<file path="config.mk">
export PLATFORM = sky130hd
export DESIGN_NAME = ram64
export DESIGN_NICKNAME = d
export VERILOG_FILES = /design/src/rtl/ram64.sv
export SDC_FILE = /design/constraint.sdc
export NUM_CORES = 1
export LEC_CHECK = 0
export ABC_CLOCK_PERIOD_IN_PS = 3850
export CELL_PAD_IN_SITES_DETAIL_PLACEMENT = 2
export CELL_PAD_IN_SITES_GLOBAL_PLACEMENT = 2
export CORE_MARGIN = 1
export CORE_UTILIZATION = 46
export CTS_BUF_LIST = sky130_fd_sc_hd__clkbuf_16
export CTS_CLUSTER_DIAMETER = 30
export DETAILED_ROUTE_END_ITERATION = 7
export MAX_ROUTING_LAYER = met4
export PLACE_DENSITY_LB_ADDON = 0.1
export SLEW_MARGIN = 40
export SYNTH_ARGS = -nofsm -noshare
export SYNTH_HDL_FRONTEND = slang
export SYNTH_SLANG_ARGS = --single-unit
</file>
<file path="constraint.sdc">
create_clock -name clk -period 3.85 [get_ports clk]
set_input_delay 0.9625 -clock clk [delete_from_list [all_inputs] [get_ports clk]]
set_output_delay 0.9625 -clock clk [all_outputs]
set_load 0.03 [all_outputs]
</file>
<file path="src/rtl/ram64.sv">
// ram64 -- 64 x 16-bit random-access memory for the Hack datapath.
//
// Organised as eight 8-word banks selected by address[5:3]; address[2:0]
// picks the word inside a bank. Writes happen on the rising edge of clk
// when load is high. Reads are purely combinational from the addressed word.
// A synchronous active-low reset clears every word and wins over a write.
//
// Ports:
//   in       [15:0]  write data
//   address  [5:0]   word select for read and write
//   load             write enable, active high
//   clk              rising-edge clock
//   out      [15:0]  contents of mem[address], combinational
//   rst_n            synchronous active-low reset, clears all 64 words

module ram64 (
   input  logic [15:0] in,
   input  logic [5:0]  address,
   input  logic        load,
   input  logic        clk,
   output logic [15:0] out,
   input  logic        rst_n
);

   localparam int NUM_BANKS     = 8;
   localparam int WORDS_PER_BANK = 8;
   localparam int NUM_WORDS     = NUM_BANKS * WORDS_PER_BANK;

   logic [2:0]  bank_sel;
   logic [2:0]  word_sel;
   logic [NUM_BANKS-1:0]  bank_load;
   logic [NUM_WORDS-1:0]  word_load;
   logic [15:0] mem [NUM_WORDS];
   logic [15:0] bank_out [NUM_BANKS];

   assign bank_sel = address[5:3];
   assign word_sel = address[2:0];

   // Two-level decode mirrors the bank structure: a bank is enabled only
   // when it is addressed, and within an enabled bank only one word loads.
   always_comb begin
      bank_load = '0;
      for (int b = 0; b < NUM_BANKS; b++) begin
         bank_load[b] = load && (bank_sel == 3'(b));
      end
   end

   always_comb begin
      word_load = '0;
      for (int b = 0; b < NUM_BANKS; b++) begin
         for (int w = 0; w < WORDS_PER_BANK; w++) begin
            word_load[b*WORDS_PER_BANK + w] = bank_load[b] && (word_sel == 3'(w));
         end
      end
   end

   // Storage. Reset is checked first so a write presented in a reset cycle
   // is dropped.
   always_ff @(posedge clk) begin
      if (!rst_n) begin
         for (int i = 0; i < NUM_WORDS; i++) begin
            mem[i] <= 16'h0000;
         end
      end else begin
         for (int i = 0; i < NUM_WORDS; i++) begin
            if (word_load[i]) begin
               mem[i] <= in;
            end
         end
      end
   end

   // Each bank presents its addressed word; the top level then picks the
   // selected bank. Both stages are combinational, so out tracks address
   // without waiting for a clock edge.
   always_comb begin
      for (int b = 0; b < NUM_BANKS; b++) begin
         bank_out[b] = mem[{3'(b), word_sel}];
      end
   end

   always_comb begin
      out = bank_out[bank_sel];
   end

endmodule

</file>
==> results of run 1 <==
-- cell families after synthesis --
group / count (synthesis)
and+or+nand+nor: 779
AOI/OAI and AO/OA: 175
DFF: 1024
muxes: 284
buffers and inverters: 209
-- per-stage QoR --
| step | setup slack, ns | TNS (ns) |
|---|---|---|
| after floorplan | 0.1367 | 0 |
| after global placement | -0.5903 | -7.821 |
==> metrics, run 1 <==
hpwl dp 109100 um; last step reached detailed placement; total of flip-flops plus latches after synthesis 1024; Synthesized Nets 2496; portion of synthesized cell area occupied by the leading cell type 0.7337; Routability Congestion 0.9396; Die Wd 303.9 um; Initial Util 0.4649; top area cells in the synthesized netlist edfxtp_1 73%, mux4_2 14%, nor2_1 5.1%, nand2_1 1.4%, clkbuf_1 1.0%; most numerous cell types in the synthesized netlist 1024 x edfxtp_1, 568 x nor2_1, 255 x mux4_2; ys async rst share 0; xor and xnor fraction of the mapped netlist area 0; multiplexer area fraction after synthesis 0.1441; cell accounting for the most synthesized area edfxtp_1; site row count 110; average size of a mapped cell 16.96 sq um; error text reported by the tool [ERROR DPL-0033] detailed placement checks failed during check placement.; combinational family with the most area after synthesis multiplexers; Port Buffer Count 40; Netlist cell types 41; Netlist Area Pre-Place 41910 sq um; Chip Height 303.9 um; result of the run did not finish; synthesized netlist cell count 2471; I/O pin total 41; EDFF count, synth 1024; area share of and/or/nand/nor cells after synthesis 0.07332; leading register cell type out of synthesis edfxtp_1; fraction of the mapped netlist area in compound gates 0.02737; sequential share of the synthesized area 0.7337; adder-cell share of the synthesized area 0; Syn. warnings 0; cell with the most instances after synthesis edfxtp_1
==> inputs of run 2 (changes only) <==
==> config.mk (replaced) <==
export PLATFORM = sky130hd
export DESIGN_NAME = ram64
export DESIGN_NICKNAME = d
export VERILOG_FILES = /design/src/rtl/ram64.sv
export SDC_FILE = /design/constraint.sdc
export NUM_CORES = 1
export LEC_CHECK = 0
export ABC_CLOCK_PERIOD_IN_PS = 3850
export CORE_MARGIN = 1
export CORE_UTILIZATION = 31
export DETAILED_ROUTE_END_ITERATION = 7
export PLACE_DENSITY_LB_ADDON = 0.15
export SLEW_MARGIN = 40
export SYNTH_ARGS = -nofsm -noshare
export SYNTH_HDL_FRONTEND = slang
export SYNTH_SLANG_ARGS = --single-unit
==> metrics, run 2 <==
setup slack of the critical path after layout -0.3240 ns; placeable core region 133800 sq um; cell accounting for the most synthesized area edfxtp_1; Initial Util 0.3133 (-0.1517); top area cells in the synthesized netlist edfxtp_1 73%, mux4_2 14%, nor2_1 5.1%, nand2_1 1.4%, clkbuf_1 1.0%; initial antenna violation count 1; Seq pwr share 0.490; most numerous cell types in the synthesized netlist 1024 x edfxtp_1, 568 x nor2_1, 255 x mux4_2; EDFF count, synth 1024 (unchanged); Clk pwr share 0.402; Die Wd 369.7 um (+22%); combined area of the multi-input logic cells 11080 sq um; unrepaired setup endpoints after global routing true; clock tree root buffer cell clkbuf_16; clock tree sinks 1024; part of the power in combinational logic 0.109; leading register cell type out of synthesis edfxtp_1; Netlist cell types 41 (unchanged); Leak 18.00 nW; critical path type input pin to primary output; number of routed nets with antenna violations 0; quantity of hold-fixing buffers added after cts 0; shortest clock period the worst path allows after layout 4.174 ns; flip-flop count of the largest register, all copies and words added 1024; overflow left after global routing 0; power spent charging and discharging nets 6.237 mW; GRT Resource Usage Total 0.1999; clock slew at reported path FFs 0.06 ns; total power density per cell area 509.4 nW/um^2; hpwl dp 90190 um (-17%); cell area after layout 53020 sq um; Max transition margin 0.4489; Chip Height 369.7 um (+22%); total wire length 135700 um; WP data required 2.89 ns; TritonCTS Buffers 110; ys async rst share 0 (unchanged); drt initial violations 2539; average size of a mapped cell 16.96 sq um (unchanged); highest fanout seen on the critical path 7; count of endpoints failing hold in the final timing report 0; Synthesized Nets 2496 (unchanged); setup tns final -3.334 ns; drt drc 6; kind of start point of the critical path input pin; layout cells sized above 1 0.3514; Routability Congestion 0.9272 (-1.3%); CTS tree built; Fillers 12340; count of final max-slew check failures 0; site row count 134 (+22%); maximum resistive drop on vdd 0.3363 mV; category of the worst setup path capture point primary output; Area after DPL 48010 sq um; synthesized netlist cell count 2471 (unchanged); FMAX 239.6 MHz; buffer levels on the longest clock path 3; cell with the most instances after synthesis edfxtp_1; portion of synthesized cell area occupied by the leading cell type 0.7337 (unchanged); Worst Path Arrival 3.21 ns; total via count in the routed design 24240; global-route wire length before repair 192100 um; Syn. warnings 0 (unchanged); fin crit share 1.084; commonest non-fill, non-tap cells in the layout 1024 x edfxtp_1, 556 x nor2_1, 344 x buf_4, 255 x mux4_2, 132 x nand2_1; total of flip-flops plus latches after synthesis 1024 (unchanged); registers with the highest flip-flop counts mem (1024); result of the run complete, but fails checks; register with the most flip-flops mem; Netlist Area Pre-Place 41910 sq um (unchanged); number of levels the H-tree was split into 3; sequential cell area in the final layout 30750 sq um; internal power 20.77 mW; number of global-route vias before repair 24990; floorplan die area 136700 sq um; Port Buffer Count 40 (unchanged); number of optimization iterations in the first detailed-route pass 7; post-layout net count 2913; detailed-route vias per instance 5.112; routed wirelength normalized by instance count 28.60 um; max cap viols 0; sequential share of the synthesized area 0.7337 (unchanged); pin slew with the least headroom to its limit 0.8238 ns; maximum number of pins on one net before global-route repair 49; violated checks DRC, setup timing; Syn-to-layout area delta 26.50%; Core Util, Final 0.3963; class of the most critical hold timing path input pin to flip-flop; most common library cell in the layout ignoring fill and taps edfxtp_1; I/O pin total 41 (unchanged); Setup violations, final 16; switching fraction of total power 0.2309
[run 2: area by class of cell]
cell class / instances / share of cell area
Clock inverter: 57 / 0.01305
Multi-Input combinational cell: 1238 / 0.2091
Tap cell: 1768 / 0.04172
Inverter: 16 / 0.001133
Antenna cell: 1 / 0.00004720
Sequential cell: 1024 / 0.5800
Clock buffer: 141 / 0.05532
Timing Repair Buffer: 498 / 0.09971
[run 2: worst paths after layout]
path	slack (ns)	end	from	cells after the start
hold / removal	0.92	mem[16][6]$_SDFFCE_PN0P_	rst_n	3
setup / recovery	-0.32	out[13]	address[0]	11
[run 2: power groups by stage]
stage | Sequential (mW) | Clock (mW) | Combinational (mW)
3_5_place_dp | 13.5 | 0 | 2.73
2_1_floorplan | 13.4 | 0 | 1.24
3_3_place_gp | 13.4 | 0 | 2.71
6_report | 13.2 | 10.8 | 2.94
4_1_cts | 13.2 | 11.1 | 2.93
5_1_grt | 13.3 | 11.4 | 3.06
[run 2: cells by family (layout without fill, tap and decap cells)]
| family | Yosys count | count (layout) | synth area share |
|---|---|---|---|
| other cells | 0 | 1 | 0 |
| mux | 284 | 284 | 0.1441 |
| simple gates | 779 | 779 | 0.07332 |
| flops | 1024 | 1024 | 0.7337 |
| buf+inv | 209 | 712 | 0.02158 |
| compound gates | 175 | 175 | 0.02737 |
[run 2: what timing repair did]
item                                    4_1_cts  5_1_grt
gates resized for setup                     158       38
gates cloned                                  6        0
endpoints found under the setup margin       16       16
buffers inserted                             28       13
pin swaps                                    57       25
[run 2: per-stage QoR]
| step | power [mW] | worst slack [ns] | std cells | hold WS, ns |
|---|---|---|---|---|
| floorplan | 14.63 | 0.1367 | 2471 | 1.291 |
| global placement | 16.13 | -1.009 | 4506 | 1.629 |
| detailed placement | 16.19 | -0.9115 | 4506 | 1.633 |
| CTS | 27.21 | -0.2656 | 4731 | 0.8542 |
| global route | 27.78 | -0.3321 | 4742 | 0.9088 |
| finish | 27.01 | -0.3240 | 4743 | 0.9228 |
[run 2: routing by layer]
metal	vias to the layer above	part of all wire	wire length, um	GRT usage
li1	10370	-	-	-
met1	12950	0.43	58800	0.2761
met2	777	0.48	65650	0.3248
met3	141	0.066	8951	0.04221
met4	0	0.017	2257	0.04077
met5	-	0	0	0
[run 2: worst max-delay path, cell delays in order]
cell and delay, ns:
buf_16 0.15, buf_16 0.16, buf_12 0.14, buf_12 0.14, mux4_2 0.53, a22oi_2 0.31, buf_4 0.17, nand4_1 0.15
o22ai_2 0.19, nor2_2 0.10, buf_12 0.15
Note: power is estimated with default switching activity, not from simulation.
==> inputs of run 3 (changes only) <==
--- a/config.mk
+++ b/config.mk
@@ -10,7 +10,9 @@
 export CORE_UTILIZATION = 31
 export DETAILED_ROUTE_END_ITERATION = 7
 export PLACE_DENSITY_LB_ADDON = 0.15
+export SETUP_SLACK_MARGIN = 0.5
 export SLEW_MARGIN = 40
 export SYNTH_ARGS = -nofsm -noshare
 export SYNTH_HDL_FRONTEND = slang
 export SYNTH_SLANG_ARGS = --single-unit
+export TNS_END_PERCENT = 20
==> metrics, run 3 (synthesis results as in run 2) <==
result of the run complete, but fails checks; violated checks DRC, setup timing; WP data required 2.89 ns (about the same); Chip Height 369.7 um (unchanged); number of levels the H-tree was split into 3 (unchanged); category of the worst setup path capture point primary output; worst hold slack after final layout 0.8881 ns (-0.03474 ns); number of routed nets with antenna violations 0 (unchanged); floorplan die area 136700 sq um (unchanged); number of optimization iterations in the first detailed-route pass 8 (+1); commonest non-fill, non-tap cells in the layout 1024 x edfxtp_1, 557 x nor2_1, 339 x buf_4, 255 x mux4_2, 134 x nand2_1; Port Buffer Count 40 (unchanged); kind of start point of the critical path input pin; initial antenna violation count 3 (+2); drt drc 2 (-4); CTS tree built; number of global-route vias before repair 25100 (+0.45%); most common library cell in the layout ignoring fill and taps edfxtp_1; hold-critical path depth 3 (unchanged); register with the most flip-flops mem; Core Util, Final 0.3944 (-0.001852); layout cells sized above 1 0.3431 (-0.008310); Routability Congestion 0.8536 (-7.9%); count of endpoints failing hold in the final timing report 0 (unchanged); Fillers 12270 (-0.58%); count of inserted antenna diode cells 0 (-1); routed wirelength normalized by instance count 29.27 um (+2.4%); critical path type input pin to primary output; Syn-to-layout area delta 25.91%; Setup violations, final 16 (unchanged); registers with the highest flip-flop counts mem (1024); clock tree sinks 1024 (unchanged); site row count 134 (unchanged); total power density per cell area 501.2 nW/um^2 (-1.6%); unrepaired setup endpoints after global routing true; Post-Place Worst Slack -1.033 ns (-0.1214 ns); non-filler cells, final 4747 (+0.084%); placeable core region 133800 sq um (unchanged); fin crit share 1.098 (+0.01376); Worst Path Arrival 3.26 ns (+0.05 ns); post-layout net count 2908 (-0.17%); Die Wd 369.7 um (unchanged); total wire length 139000 um (+2.4%); hpwl dp 93810 um (+4.0%); hold path startpoint rst_n; clock tree root buffer cell clkbuf_16; quantity of hold-fixing buffers added after cts 0 (unchanged); drt initial violations 2613 (+2.9%); GRT Resource Usage Total 0.2048 (+0.004966); Max transition margin 0.4455 (-0.003353); maximum number of pins on one net before global-route repair 56 (+14%); Leak 17.90 nW (-0.57%); total design power 26.45 mW (-2.1%); count of final max-slew check failures 0 (unchanged); global-route wire length before repair 196100 um (+2.1%); total via count in the routed design 24710 (+1.9%); pin slew with the least headroom to its limit 0.8317 ns (+0.007947 ns); buffer levels on the longest clock path 3 (unchanged); flip-flop count of the largest register, all copies and words added 1024 (unchanged); class of the most critical hold timing path input pin to flip-flop; overflow left after global routing 0 (unchanged); max cap viols 0 (unchanged); detailed-route vias per instance 5.205 (+1.8%); FMAX 236.6 MHz (-1.3%); TritonCTS Buffers 112 (+1.8%); Initial Util 0.3133 (unchanged); endpoint of the worst hold-timing path mem[35][14]$_DFFE_PP_; shortest clock period the worst path allows after layout 4.227 ns (+0.05299 ns); clock slew at reported path FFs 0.06 ns (about the same); maximum resistive drop on vdd 0.4373 mV (+30%); total instance count after detailed placement 4499 (-0.16%); setup slack of the critical path after layout -0.3769 ns (-0.05299 ns); I/O pin total 41 (unchanged); highest fanout seen on the critical path 7 (unchanged)
## run 3: cell count changes in the layout (fill, tap and decap cells not counted), sizes merged, moves of 2 or more
cell | previous run | this run
inv | 16 | 20
clkbuf | 141 | 143
bufinv | 17 | 5
buf | 478 | 471
clkinv | 38 | 54
clkinvlp | 2 | 4
## run 3: area by class of cell
class | count | area, sq um | area share
sequential | 1024 | 30750 | 0.5827
multi-input combinational | 1238 | 10960 | 0.2076
timing repair buffer | 491 | 5320 | 0.1008
clock buffer | 143 | 2940 | 0.05572
tap | 1768 | 2212 | 0.04192
clock inverter | 67 | 534.3 | 0.01012
inverter | 16 | 60.06 | 0.001138
## run 3: critical path: stages
cell,delay [ns]
buf_16,0.14
buf_16,0.19
buf_16,0.16
mux4_2,0.56
a22oi_1,0.23
buf_4,0.14
o211ai_1,0.09
buf_4,0.17
a21oi_1,0.19
nor2_2,0.10
buf_4,0.15
buf_12,0.13
## run 3: worst max-delay path by stage
stage	start	endpoint	slack [ns]
floorplan	address[2]	mem[47][0]$_DFFE_PP_	0.22
global placement	address[0]	out[0]	-1.06
detailed placement	address[0]	out[0]	-1.03
CTS	address[0]	out[10]	-0.39
global route	address[0]	out[13]	-0.44
finish	address[0]	out[5]	-0.38
## run 3: power by group
part / switching (mW) / leakage [nW] / total, mW / internal (mW)
clock network: 4.49 / 1.68 / 10.2 / 5.74
registers: 0.177 / 9.81 / 13.2 / 13.0
logic: 1.73 / 6.41 / 3.00 / 1.27
total: 6.40 / 17.9 / 26.4 / 20.0
## run 3: per-layer routing
layer | global-route usage | wire length [um]
met4 | 0.04005 | 2554
met1 | 0.2885 | 60480
met3 | 0.04022 | 9731
met5 | 0 | 13
met2 | 0.3295 | 66180
## run 3: repair_timing
item                                    CTS  global route
resized for setup                       113            30
cloned                                    6             0
pin swaps                                29            10
endpoints found under the setup margin   16            16
setup buffers                            28             4
## run 3: stage by stage
step	TNS [ns]	area [sq um]
after floorplan	0	42090
after global placement	-9.718	48160
after detailed placement	-9.813	48160
after CTS	-5.494	52610
after global routing	-6.173	52770
final	-5.328	52770
==> inputs of run 4 (changes only) <==
--- a/config.mk
+++ b/config.mk
@@ -5,8 +5,8 @@
 export SDC_FILE = /design/constraint.sdc
 export NUM_CORES = 1
 export LEC_CHECK = 0
-export ABC_CLOCK_PERIOD_IN_PS = 3850
-export CORE_MARGIN = 1
+export ABC_CLOCK_PERIOD_IN_PS = 3800
+export CORE_MARGIN = 2
 export CORE_UTILIZATION = 31
 export DETAILED_ROUTE_END_ITERATION = 7
 export PLACE_DENSITY_LB_ADDON = 0.15
==> constraint.sdc (replaced) <==
create_clock -name clk -period 3.8 [get_ports clk]
set_input_delay 0.95 -clock clk [delete_from_list [all_inputs] [get_ports clk]]
set_output_delay 0.95 -clock clk [all_outputs]
set_load 0.03 [all_outputs]
==> metrics, run 4 (synthesis results as in run 2) <==
Fillers 12350 (+0.70%); floorplan die area 138200 sq um (+1.1%); total wire length 138100 um (-0.65%); count of final max-slew check failures 0 (unchanged); overflow left after global routing 0 (unchanged); drt initial violations 2704 (+3.5%); switching fraction of total power 0.2370 (-0.004971); global-route wire length before repair 192900 um (-1.6%); pin slew with the least headroom to its limit 0.7983 ns (-0.03341 ns); count of endpoints failing hold in the final timing report 0 (unchanged); cell area after layout 52520 sq um (-0.49%); number of levels the H-tree was split into 3 (unchanged); TritonCTS Buffers 110 (-1.8%); Routability Congestion 0.9296 (+8.9%); Initial Util 0.3133 (unchanged); total via count in the routed design 24610 (-0.42%); I/O pin total 41 (unchanged); part of the power in combinational logic 0.110 (-0.004); site row count 134 (unchanged); Clk pwr share 0.388 (about the same); initial antenna violation count 5 (+2); Setup violations, final 16 (unchanged); fin crit share 1.066; kind of start point of the critical path input pin; WP data required 2.85 ns (-0.04 ns); worst hold slack after final layout 0.9986 ns (+0.1106 ns); Chip Height 371.7 um (+0.54%); count of inserted antenna diode cells 0 (unchanged); Syn-to-layout area delta 25.30%; detailed-route vias per instance 5.194 (-0.21%); result of the run complete, but fails checks; power spent charging and discharging nets 6.320 mW (-1.2%); hpwl dp 91260 um (-2.7%); hold-critical path depth 3 (unchanged); quantity of hold-fixing buffers added after cts 0 (unchanged); worst path bufs/invs 5 (-2); layout cells sized above 1 0.3398 (-0.003223); category of the worst setup path capture point primary output; buffer levels on the longest clock path 3 (unchanged); post-layout net count 2906 (-0.069%); shortest clock period the worst path allows after layout 4.050 ns; number of global-route vias before repair 25210 (+0.43%); Port Buffer Count 40 (unchanged); unrepaired setup endpoints after global routing true; cell occurring most often along the worst timing path buf_16; Max transition margin 0.4659 (+0.02039); flip-flop count of the largest register, all copies and words added 1024 (unchanged); critical path type input pin to primary output; maximum number of pins on one net before global-route repair 49 (-13%); clock slew at reported path FFs 0.06 ns (about the same); Core Util, Final 0.3925 (-0.001917); endpoint of the worst hold-timing path mem[32][6]$_SDFFCE_PN0P_; violated checks setup timing; total power density per cell area 507.9 nW/um^2 (+1.3%); setup slack of the critical path after layout -0.2500 ns (+0.1269 ns); number of optimization iterations in the first detailed-route pass 6 (-2); Worst Path Arrival 3.10 ns (-0.16 ns); number of routed nets with antenna violations 0 (unchanged); worst stage delay on the critical path 0.54 ns (-0.02 ns); GRT Resource Usage Total 0.2002 (-0.004659); highest fanout seen on the critical path 7 (unchanged); cell-by-cell trace of the critical path buf_16, buf_16, mux4_2, a22oi_2, o211ai_1, nor3_4, buf_4, nor2_2, buf_6, buf_12; clock tree root buffer cell clkbuf_16; hold path startpoint rst_n; commonest non-fill, non-tap cells in the layout 1024 x edfxtp_1, 560 x nor2_1, 338 x buf_4, 255 x mux4_2, 133 x nand2_1; Die Wd 371.7 um (+0.54%); Post-Place Worst Slack -0.8061 ns (+0.2267 ns); drt drc 0 (-2); gate family responsible for the most delay along the worst path buffers and inverters; Leak 17.83 nW (-0.37%); Seq pwr share 0.502 (+0.002); placeable core region 133800 sq um (unchanged); CTS tree built; FMAX 246.9 MHz; class of the most critical hold timing path input pin to flip-flop; slowest library cell on the worst path mux4_2; maximum resistive drop on vdd 0.3875 mV (-11%); clock tree sinks 1024 (unchanged); registers with the highest flip-flop counts mem (1024); register with the most flip-flops mem; max cap viols 0 (unchanged); Area after DPL 47740 sq um (-0.88%); most common library cell in the layout ignoring fill and taps edfxtp_1; internal power 20.35 mW (+1.5%); routed wirelength normalized by instance count 29.15 um (-0.44%)
run 4: changes by cell type in the layout (fill, tap and decap cells not counted), moves of 4 or more:
| cell | change |
|---|---|
| clkinvlp_4 | -4 |
| clkbuf_1 | +4 |
| mux2i_2 | +4 |
| nor2_4 | -6 |
| buf_8 | -4 |
| clkinv_1 | -6 |
| a21oi_2 | -5 |
| buf_16 | +4 |
| a21oi_1 | +7 |
| buf_6 | +19 |
| buf_12 | -22 |
run 4: worst max-delay path by stage:
| stage | start | endpoint | slack, ns | depth (start not counted) |
|---|---|---|---|---|
| 6_report | address[0] | out[3] | -0.25 | 10 |
| 2_1_floorplan | address[2] | mem[47][0]$_DFFE_PP_ | 0.19 | 6 |
| 4_1_cts | address[0] | out[12] | -0.26 | 12 |
| 3_5_place_dp | address[3] | out[12] | -0.81 | 11 |
| 5_1_grt | address[0] | out[8] | -0.26 | 12 |
| 3_3_place_gp | address[3] | out[12] | -0.81 | 11 |
run 4: final cells by class:
| type | count | area [sq um] | area share |
|---|---|---|---|
| sequential | 1024 | 30750 | 0.5855 |
| multi-input combinational | 1238 | 10840 | 0.2065 |
| tap | 1768 | 2212 | 0.04212 |
| clock inverter | 55 | 504.2 | 0.009602 |
| timing repair buffer | 491 | 5240 | 0.09978 |
| clock buffer | 145 | 2905 | 0.05532 |
| inverter | 16 | 60.06 | 0.001144 |
run 4: stage by stage:
step / std cells / TNS [ns] / power [mW]
after floorplan: 2471 / 0 / 14.84
after global placement: 4480 / -8.814 / 16.32
after detailed placement: 4480 / -8.622 / 16.37
after CTS: 4722 / -3.060 / 26.85
after global routing: 4737 / -3.452 / 27.48
final: 4737 / -2.940 / 26.67
run 4: worst min-delay path: cells and delay by family:
family	cells	cell delay, ns
AND/OR/NAND/NOR	2	0.40
buffers and inverters	1	0.19
run 4: layer usage:
layer | GRT usage | wire [um] | up-vias
met5 | 0 | 26 | -
met4 | 0.05002 | 3528 | 4
met3 | 0.04445 | 9567 | 178
met2 | 0.3179 | 64970 | 865
met1 | 0.2788 | 59970 | 13190
li1 | - | - | 10370
run 4: timing repair:
action | in CTS | in global routing
gates resized for setup | 102 | 48
setup buffers | 35 | 12
endpoints found under the setup margin | 16 | 16
pin swaps | 24 | 28
cloned | 7 | 3
hold endpoints to repair | 0 | 0
run 4: power groups by stage:
stage	combinational [mW]	clock, mW	sequential, mW
floorplan	1.28	0	13.6
global placement	2.72	0	13.6
detailed placement	2.73	0	13.6
CTS	2.89	10.5	13.4
global route	3.05	11.0	13.5
finish	2.93	10.3	13.4
